### src/rtl/mode2_round_ctrl_if.sv
// Player inputs and LED/score outputs of one switch-match reaction round.
// The DUT takes the slave side; the driver of the inputs takes the master side.
interface mode2_round_ctrl_if;
  logic        selection;
  logic        key;
  logic        tick;
  logic [7:0]  sw;
  logic [7:0]  light;
  logic        busy;
  logic        result_valid;
  logic [23:0] reaction_time;
  logic [23:0] best_time;
  logic        early;
  logic        timeout;

  modport master (
    output selection, key, tick, sw,
    input  light, busy, result_valid, reaction_time, best_time, early, timeout
  );
  modport slave (
    input  selection, key, tick, sw,
    output light, busy, result_valid, reaction_time, best_time, early, timeout
  );
endinterface

### src/rtl/mode2_round_ctrl.sv
// Reaction-round sequencer: arm on key, random delay, show LED target, time the
// switch match in ticks, publish the result and keep the session best time.
module mode2_round_ctrl #(
  parameter int unsigned DELAY_MIN  = 500,
  parameter int unsigned DELAY_BITS = 11,
  parameter int unsigned TIMEOUT    = 5000,
  parameter logic [15:0] LFSR_SEED  = 16'hACE1
) (
  input  logic              cin,
  input  logic              reset,
  mode2_round_ctrl_if.slave rnd
);
  typedef enum logic [1:0] {S_IDLE, S_DELAY, S_SHOW, S_RESULT} state_e;

  localparam logic [23:0] NO_TIME     = 24'hFFFFFF;
  localparam logic [23:0] TIMEOUT_C   = 24'(TIMEOUT);
  localparam logic [23:0] DELAY_MIN_C = 24'(DELAY_MIN);

  state_e      state_q, state_d;
  logic [15:0] lfsr_q, lfsr_d;
  logic        key_q;
  logic [23:0] delay_cnt_q, delay_cnt_d;
  logic [23:0] react_cnt_q, react_cnt_d;
  logic [7:0]  pattern_q, pattern_d;
  logic [7:0]  light_q, light_d;
  logic        busy_q, busy_d;
  logic        rv_q, rv_d;
  logic [23:0] reaction_q, reaction_d;
  logic [23:0] best_q, best_d;
  logic        early_q, early_d;
  logic        timeout_q, timeout_d;
  logic        key_rise;
  logic        match;
  logic [23:0] delay_ext;

  assign key_rise  = rnd.key & ~key_q;
  assign match     = (rnd.sw == pattern_q);
  assign lfsr_d    = {lfsr_q[14:0], lfsr_q[15] ^ lfsr_q[13] ^ lfsr_q[12] ^ lfsr_q[10]};
  assign delay_ext = 24'(lfsr_q[DELAY_BITS-1:0]);

  always_comb begin
    state_d     = state_q;
    delay_cnt_d = delay_cnt_q;
    react_cnt_d = react_cnt_q;
    pattern_d   = pattern_q;
    reaction_d  = reaction_q;
    best_d      = best_q;
    early_d     = early_q;
    timeout_d   = timeout_q;
    if (!rnd.selection) begin
      state_d = S_IDLE;
    end else begin
      case (state_q)
        S_IDLE: begin
          if (key_rise) begin
            state_d     = S_DELAY;
            delay_cnt_d = DELAY_MIN_C + delay_ext;
            pattern_d   = (lfsr_q[15:8] == 8'h00) ? 8'h01 : lfsr_q[15:8];
            early_d     = 1'b0;
            timeout_d   = 1'b0;
          end
        end
        S_DELAY: begin
          // A false start takes priority over the terminal delay tick.
          if (key_rise) begin
            early_d    = 1'b1;
            reaction_d = NO_TIME;
            state_d    = S_RESULT;
          end else if (rnd.tick) begin
            delay_cnt_d = delay_cnt_q - 24'd1;
            if (delay_cnt_q == 24'd1) begin
              state_d     = S_SHOW;
              react_cnt_d = '0;
            end
          end
        end
        S_SHOW: begin
          if (match) begin
            state_d = S_RESULT;
            if (react_cnt_q == 24'd0) begin
              early_d    = 1'b1;
              reaction_d = NO_TIME;
            end else begin
              reaction_d = react_cnt_q;
              if (react_cnt_q < best_q) best_d = react_cnt_q;
            end
          end else if (react_cnt_q == TIMEOUT_C) begin
            timeout_d  = 1'b1;
            reaction_d = NO_TIME;
            state_d    = S_RESULT;
          end else if (rnd.tick) begin
            react_cnt_d = react_cnt_q + 24'd1;
          end
        end
        S_RESULT: state_d = S_IDLE;
        default:  state_d = S_IDLE;
      endcase
    end
  end

  // Outputs are registered from the next state so they line up with it.
  assign light_d = (state_d == S_SHOW) ? pattern_d : 8'h00;
  assign busy_d  = (state_d != S_IDLE);
  assign rv_d    = (state_d == S_RESULT);

  always_ff @(posedge cin) begin
    if (reset) begin
      state_q    <= S_IDLE;
      lfsr_q     <= LFSR_SEED;
      key_q      <= 1'b1;
      light_q    <= 8'h00;
      busy_q     <= 1'b0;
      rv_q       <= 1'b0;
      reaction_q <= NO_TIME;
      best_q     <= NO_TIME;
      early_q    <= 1'b0;
      timeout_q  <= 1'b0;
    end else begin
      state_q    <= state_d;
      lfsr_q     <= lfsr_d;
      key_q      <= rnd.key;
      light_q    <= light_d;
      busy_q     <= busy_d;
      rv_q       <= rv_d;
      reaction_q <= reaction_d;
      best_q     <= best_d;
      early_q    <= early_d;
      timeout_q  <= timeout_d;
    end
  end

  always_ff @(posedge cin) begin
    delay_cnt_q <= delay_cnt_d;
    react_cnt_q <= react_cnt_d;
    pattern_q   <= pattern_d;
  end

  assign rnd.light         = light_q;
  assign rnd.busy          = busy_q;
  assign rnd.result_valid  = rv_q;
  assign rnd.reaction_time = reaction_q;
  assign rnd.best_time     = best_q;
  assign rnd.early         = early_q;
  assign rnd.timeout       = timeout_q;
endmodule

### src/flat_wrapper.sv
// flat-port wrapper written by rule: the top's interface ports become plain ports
module mode2_round_ctrl_flat 
#(
  parameter int unsigned DELAY_MIN  = 500,
  parameter int unsigned DELAY_BITS = 11,
  parameter int unsigned TIMEOUT    = 5000,
  parameter logic [15:0] LFSR_SEED  = 16'hACE1
)
  (cin, reset, rnd_selection, rnd_key, rnd_tick, rnd_sw, rnd_light, rnd_busy, rnd_result_valid, rnd_reaction_time, rnd_best_time, rnd_early, rnd_timeout);
  mode2_round_ctrl_if rnd_i ();
  input  logic cin;
  input  logic reset;
  input wire logic [$bits(rnd_i.selection)-1:0] rnd_selection;
  input wire logic [$bits(rnd_i.key)-1:0] rnd_key;
  input wire logic [$bits(rnd_i.tick)-1:0] rnd_tick;
  input wire logic [$bits(rnd_i.sw)-1:0] rnd_sw;
  output wire logic [$bits(rnd_i.light)-1:0] rnd_light;
  output wire logic [$bits(rnd_i.busy)-1:0] rnd_busy;
  output wire logic [$bits(rnd_i.result_valid)-1:0] rnd_result_valid;
  output wire logic [$bits(rnd_i.reaction_time)-1:0] rnd_reaction_time;
  output wire logic [$bits(rnd_i.best_time)-1:0] rnd_best_time;
  output wire logic [$bits(rnd_i.early)-1:0] rnd_early;
  output wire logic [$bits(rnd_i.timeout)-1:0] rnd_timeout;
  assign rnd_i.selection = rnd_selection;
  assign rnd_i.key = rnd_key;
  assign rnd_i.tick = rnd_tick;
  assign rnd_i.sw = rnd_sw;
  assign rnd_light = rnd_i.light;
  assign rnd_busy = rnd_i.busy;
  assign rnd_result_valid = rnd_i.result_valid;
  assign rnd_reaction_time = rnd_i.reaction_time;
  assign rnd_best_time = rnd_i.best_time;
  assign rnd_early = rnd_i.early;
  assign rnd_timeout = rnd_i.timeout;
  mode2_round_ctrl #(.DELAY_MIN(DELAY_MIN), .DELAY_BITS(DELAY_BITS), .TIMEOUT(TIMEOUT), .LFSR_SEED(LFSR_SEED)) u_core (.cin(cin), .reset(reset), .rnd(rnd_i));
endmodule
### config.mk
export PLATFORM = sky130hd
export DESIGN_NAME = mode2_round_ctrl_flat
export DESIGN_NICKNAME = d
export VERILOG_FILES = /design/src/rtl/mode2_round_ctrl_if.sv /design/src/rtl/mode2_round_ctrl.sv /design/src/flat_wrapper.sv
export SDC_FILE = /design/constraint.sdc
export NUM_CORES = 1
export LEC_CHECK = 0
export BUFFER_PORTS_ARGS = -buffer_cell sky130_fd_sc_hd__clkbuf_2
export CORE_MARGIN = 4
export CORE_UTILIZATION = 55
export CTS_CLUSTER_DIAMETER = 150
export DETAILED_ROUTE_END_ITERATION = 8
export PLACE_DENSITY = 0.75
export SLEW_MARGIN = 20
export SYNTH_ARGS = -nofsm -noshare
export SYNTH_HDL_FRONTEND = slang
export SYNTH_SLANG_ARGS = --single-unit
### constraint.sdc
create_clock -name cin -period 3.6 [get_ports cin]
set_clock_uncertainty 0.1 [all_clocks]
set_input_delay 0.72 -clock cin [delete_from_list [all_inputs] [get_ports cin]]
set_output_delay 0.72 -clock cin [all_outputs]
set_load 0.01 [all_outputs]
==> out/metrics.csv <==
stage,metric,value,unit
run_status,status,"complete, no violations",
finish,final_util,0.662,
route,ant_nets,0,
clock_network,numCtsBuffers,17,
finish,nNetsFinal,826,
placed_design,hpwlAfterDp,10700,µm
pwr,combPwrFrac,0.048,
clock_network,ctsResizeCount,0,
timing,finalSetupViolations,0,
route,num_vias,5247,
finish,area_growth,16.0,%
timing,rsz0062_at_grt,false,
finish,multi_input_area,3540,µm²
hold_path,whs_endpoint,u_core.lfsr_q[2],
setup_path,reg2regPathDepth,8,
setup_path,path_max_fanout,7,
hold_path,hold_path_class,flip-flop to flip-flop,
finish,drive_above_1_share,0.179,
clock_network,h-tree-depth,4,
setup_path,worstPathArrival,2.89,ns
setup_path,ff2ff_setup_slack,0.79,ns
pwr,seqPwrFrac,0.469,
logic_synthesis,yosys_register_bits,135,
grt,grt_overflow,0,
logic_synthesis,netlist_area,6970,µm²
route,wirelength,14900,µm
timing,worstMarginPinSlew,0.723,ns
logic_synthesis,avgSynthCellArea,9.80,µm²
route,avgViaCountPerCell,5.46,
pwr,p_leak,3.59,nW
placed_design,gp_congestion,0.886,
setup_path,cp-end-kind,flip-flop,
timing,fin_crit,2.81,ns
logic_synthesis,yosysWarnings,0,
logic_synthesis,synth_area_leaders,"dfxtp_1, edfxtp_1, ha_1",
logic_synthesis,synth_edf_count,48,
route,wl_per_cell,15.5,µm
pwr,p_int,2.75,mW
grt,grt_max_degree,55,
run,maxCapViolations,0,
hold_path,hp-start,u_core.lfsr_q[1],
clock_network,clock_sinks,135,
die,die_w,121,µm
logic_synthesis,async_reset_ff_frac,0,
die,die-height,121,µm
die,dieArea,14500,µm²
pwr,p_sw_frac,0.225,
clock_network,cts_tree,done,
finish,diodes,0,
setup_path,worstPathRequired,3.68,ns
die,ios,73,
finish,seq_area,3180,µm²
logic_synthesis,yosys_most_used_dff,dfxtp_1,
pwr,finalPower,3.54,mW
die,rows,40,
clock_network,cts_root_buf,clkbuf_16,
timing,hold_violations,0,
clock_network,clockBufferDepth,2,
timing,drv_slew,0,
logic_synthesis,seq_area_frac_synth,0.457,
grt,grt_pass1_wl,24600,µm
route,drt_pass1_iterations,5,
grt,antenna_found_initial,0,
hold_path,worstHoldPathCells,2,
clock_network,cts_setup_buffers,0,
grt,grt_pass1_vias,5137,
logic_synthesis,syn_nets,757,
logic_synthesis,synth_cell_type_count,50,
finish,fillCellCount,987,
setup_path,worstSetupStartpointType,flip-flop,
logic_synthesis,syn_inst,711,
timing,clock.fmax,355,MHz
logic_synthesis,yosysTopAreaCellShare,0.250,
timing,relSlewSlack,0.518,
pwr,switching_power,798,µW
logic_synthesis,yosysTopAreaCell,dfxtp_1,
timing,final.setup.tns,0,ns
clock_network,clock_latency,0.42,ns
pwr,power_density,438,nW/µm²
grt,grt.total_usage,0.211,
setup_path,rr_startpoint,u_core.delay_cnt_q[0],
pwr,clockPowerShare,0.484,
clock_network,cts.clk_slew.worst_paths,0.06,ns
pwr,peakVddDrop,0.000345,V
timing,period_share,0.781,
setup_path,worstSetupPathType,flip-flop to flip-flop,
setup_path,r2r_end,u_core.delay_cnt_q[22],
placed_design,io_buffers,72,
clock_network,ctsHoldBuffers,0,
die,start_util,0.571,
route,dr.first_iter.drc_count,339,
die,coreArea,12200,µm²
route,drc,0,
cells by family after synthesis:
family	synth area share
compound gates	0.0853
xor+xnor	0.0666
fa+ha+maj	0.0592
buf+inv	0.0393
flops	0.457
mux	0.0558
simple gates	0.237
cell type report:
type | instances | share of cell area
tap | 168 | 0.0260
inverter | 33 | 0.0153
multi-input combinational | 510 | 0.437
sequential | 135 | 0.394
clock buffer | 21 | 0.0597
clock inverter | 11 | 0.0135
timing repair buffer | 83 | 0.0548
worst max-delay path by stage:
stage               slack, ns                   from                 endpoint
finish                   0.79  u_core.delay_cnt_q[0]   u_core.delay_cnt_q[22]
global route             0.58  u_core.delay_cnt_q[0]   u_core.delay_cnt_q[22]
CTS                      0.78  u_core.delay_cnt_q[5]    u_core.react_cnt_q[8]
detailed placement       0.73              rnd_sw[4]  u_core.rnd.best_time[8]
global placement         0.82  u_core.delay_cnt_q[5]   u_core.react_cnt_q[17]
floorplan                0.70  u_core.delay_cnt_q[5]    u_core.react_cnt_q[0]
power groups by stage:
stage          clock, mW  sequential, mW  combinational [mW]
2_1_floorplan          0            1.68               0.133
3_3_place_gp           0            1.69               0.162
3_5_place_dp           0            1.69               0.168
4_1_cts             1.74            1.66               0.170
5_1_grt             1.81            1.67               0.189
6_report            1.71            1.66               0.168
critical path, cell delays in order (launching register included):
cell	delay, ns
edfxtp_1	0.46
inv_1	0.09
ha_1	0.18
nor3b_1	0.49
nand4_1	0.31
or4_4	0.49
nor3_1	0.18
xor2_1	0.10
and2_1	0.16
sequential cells by signal, indices dropped and copies added, names as in the netlist:
name	flops
u_core.delay_cnt_q	24
u_core.key_q	1
u_core.lfsr_q	16
u_core.pattern_q	8
u_core.react_cnt_q	24
u_core.rnd.best_time	24
u_core.rnd.busy	1
u_core.rnd.early	1
u_core.rnd.light	8
u_core.rnd.reaction_time	24
u_core.rnd.result_valid	1
u_core.rnd.timeout	1
u_core.state_q	2
layer usage:
layer  track usage  wire, µm  up-vias
met5             0         0        -
li1              -         -     2617
met4        0.0850       328        0
met3        0.0458       610       29
met1         0.282      7010     2473
met2         0.334      6920      128
Yosys cell counts, types with 2 or more instances:
library cell / count
edfxtp_1: 48
o31ai_1: 4
dfxtp_1: 87
and3_1: 5
mux2_2: 7
buf_6: 2
a21oi_1: 19
and3b_1: 22
nor4b_1: 2
a21boi_0: 5
a21o_1: 7
o21bai_1: 22
nand3_1: 19
mux2i_1: 31
or3_4: 2
nor3b_1: 3
nand2b_1: 9
xor2_1: 27
o31a_1: 2
nor2b_1: 21
nor3_1: 11
nor2_1: 92
and2_1: 29
or3_1: 9
a31oi_1: 2
nor4_1: 10
inv_1: 33
nand4_1: 8
nand2_1: 29
or4_1: 5
or2_2: 11
buf_2: 9
xnor2_1: 26
o21ai_0: 15
a31o_2: 3
a211oi_1: 5
clkbuf_1: 22
ha_1: 33
and4_1: 4
cell usage in the layout (no fill, tap or decap), types with 11 or more instances in the layout:
| master | count |
|---|---|
| edfxtp_1 | 48 |
| inv_1 | 33 |
| xor2_1 | 27 |
| and3b_1 | 22 |
| nand2_1 | 29 |
| buf_4 | 11 |
| o21bai_1 | 22 |
| clkbuf_2 | 72 |
| nor3_1 | 11 |
| mux2i_1 | 31 |
| nor2_1 | 92 |
| dfxtp_1 | 87 |
| ha_1 | 33 |
| nor2b_1 | 21 |
| clkbuf_16 | 19 |
| or2_2 | 11 |
| and2_1 | 29 |
| nand3_1 | 19 |
| o21ai_0 | 15 |
| a21oi_1 | 19 |
| xnor2_1 | 26 |
stage by stage:
| stage | setup slack (ns) | std cells | hold slack, ns | area [µm²] |
|---|---|---|---|---|
| 6_report | 0.787 | 961 | 0.344 | 8090 |
| 5_1_grt | 0.583 | 961 | 0.376 | 8090 |
| 4_1_cts | 0.783 | 961 | 0.343 | 8090 |
| 3_5_place_dp | 0.728 | 929 | 0.339 | 7500 |
| 3_3_place_gp | 0.824 | 929 | 0.325 | 7500 |
| 2_1_floorplan | 0.703 | 711 | 0.315 | 6970 |
(Power assumes the default switching activity.)
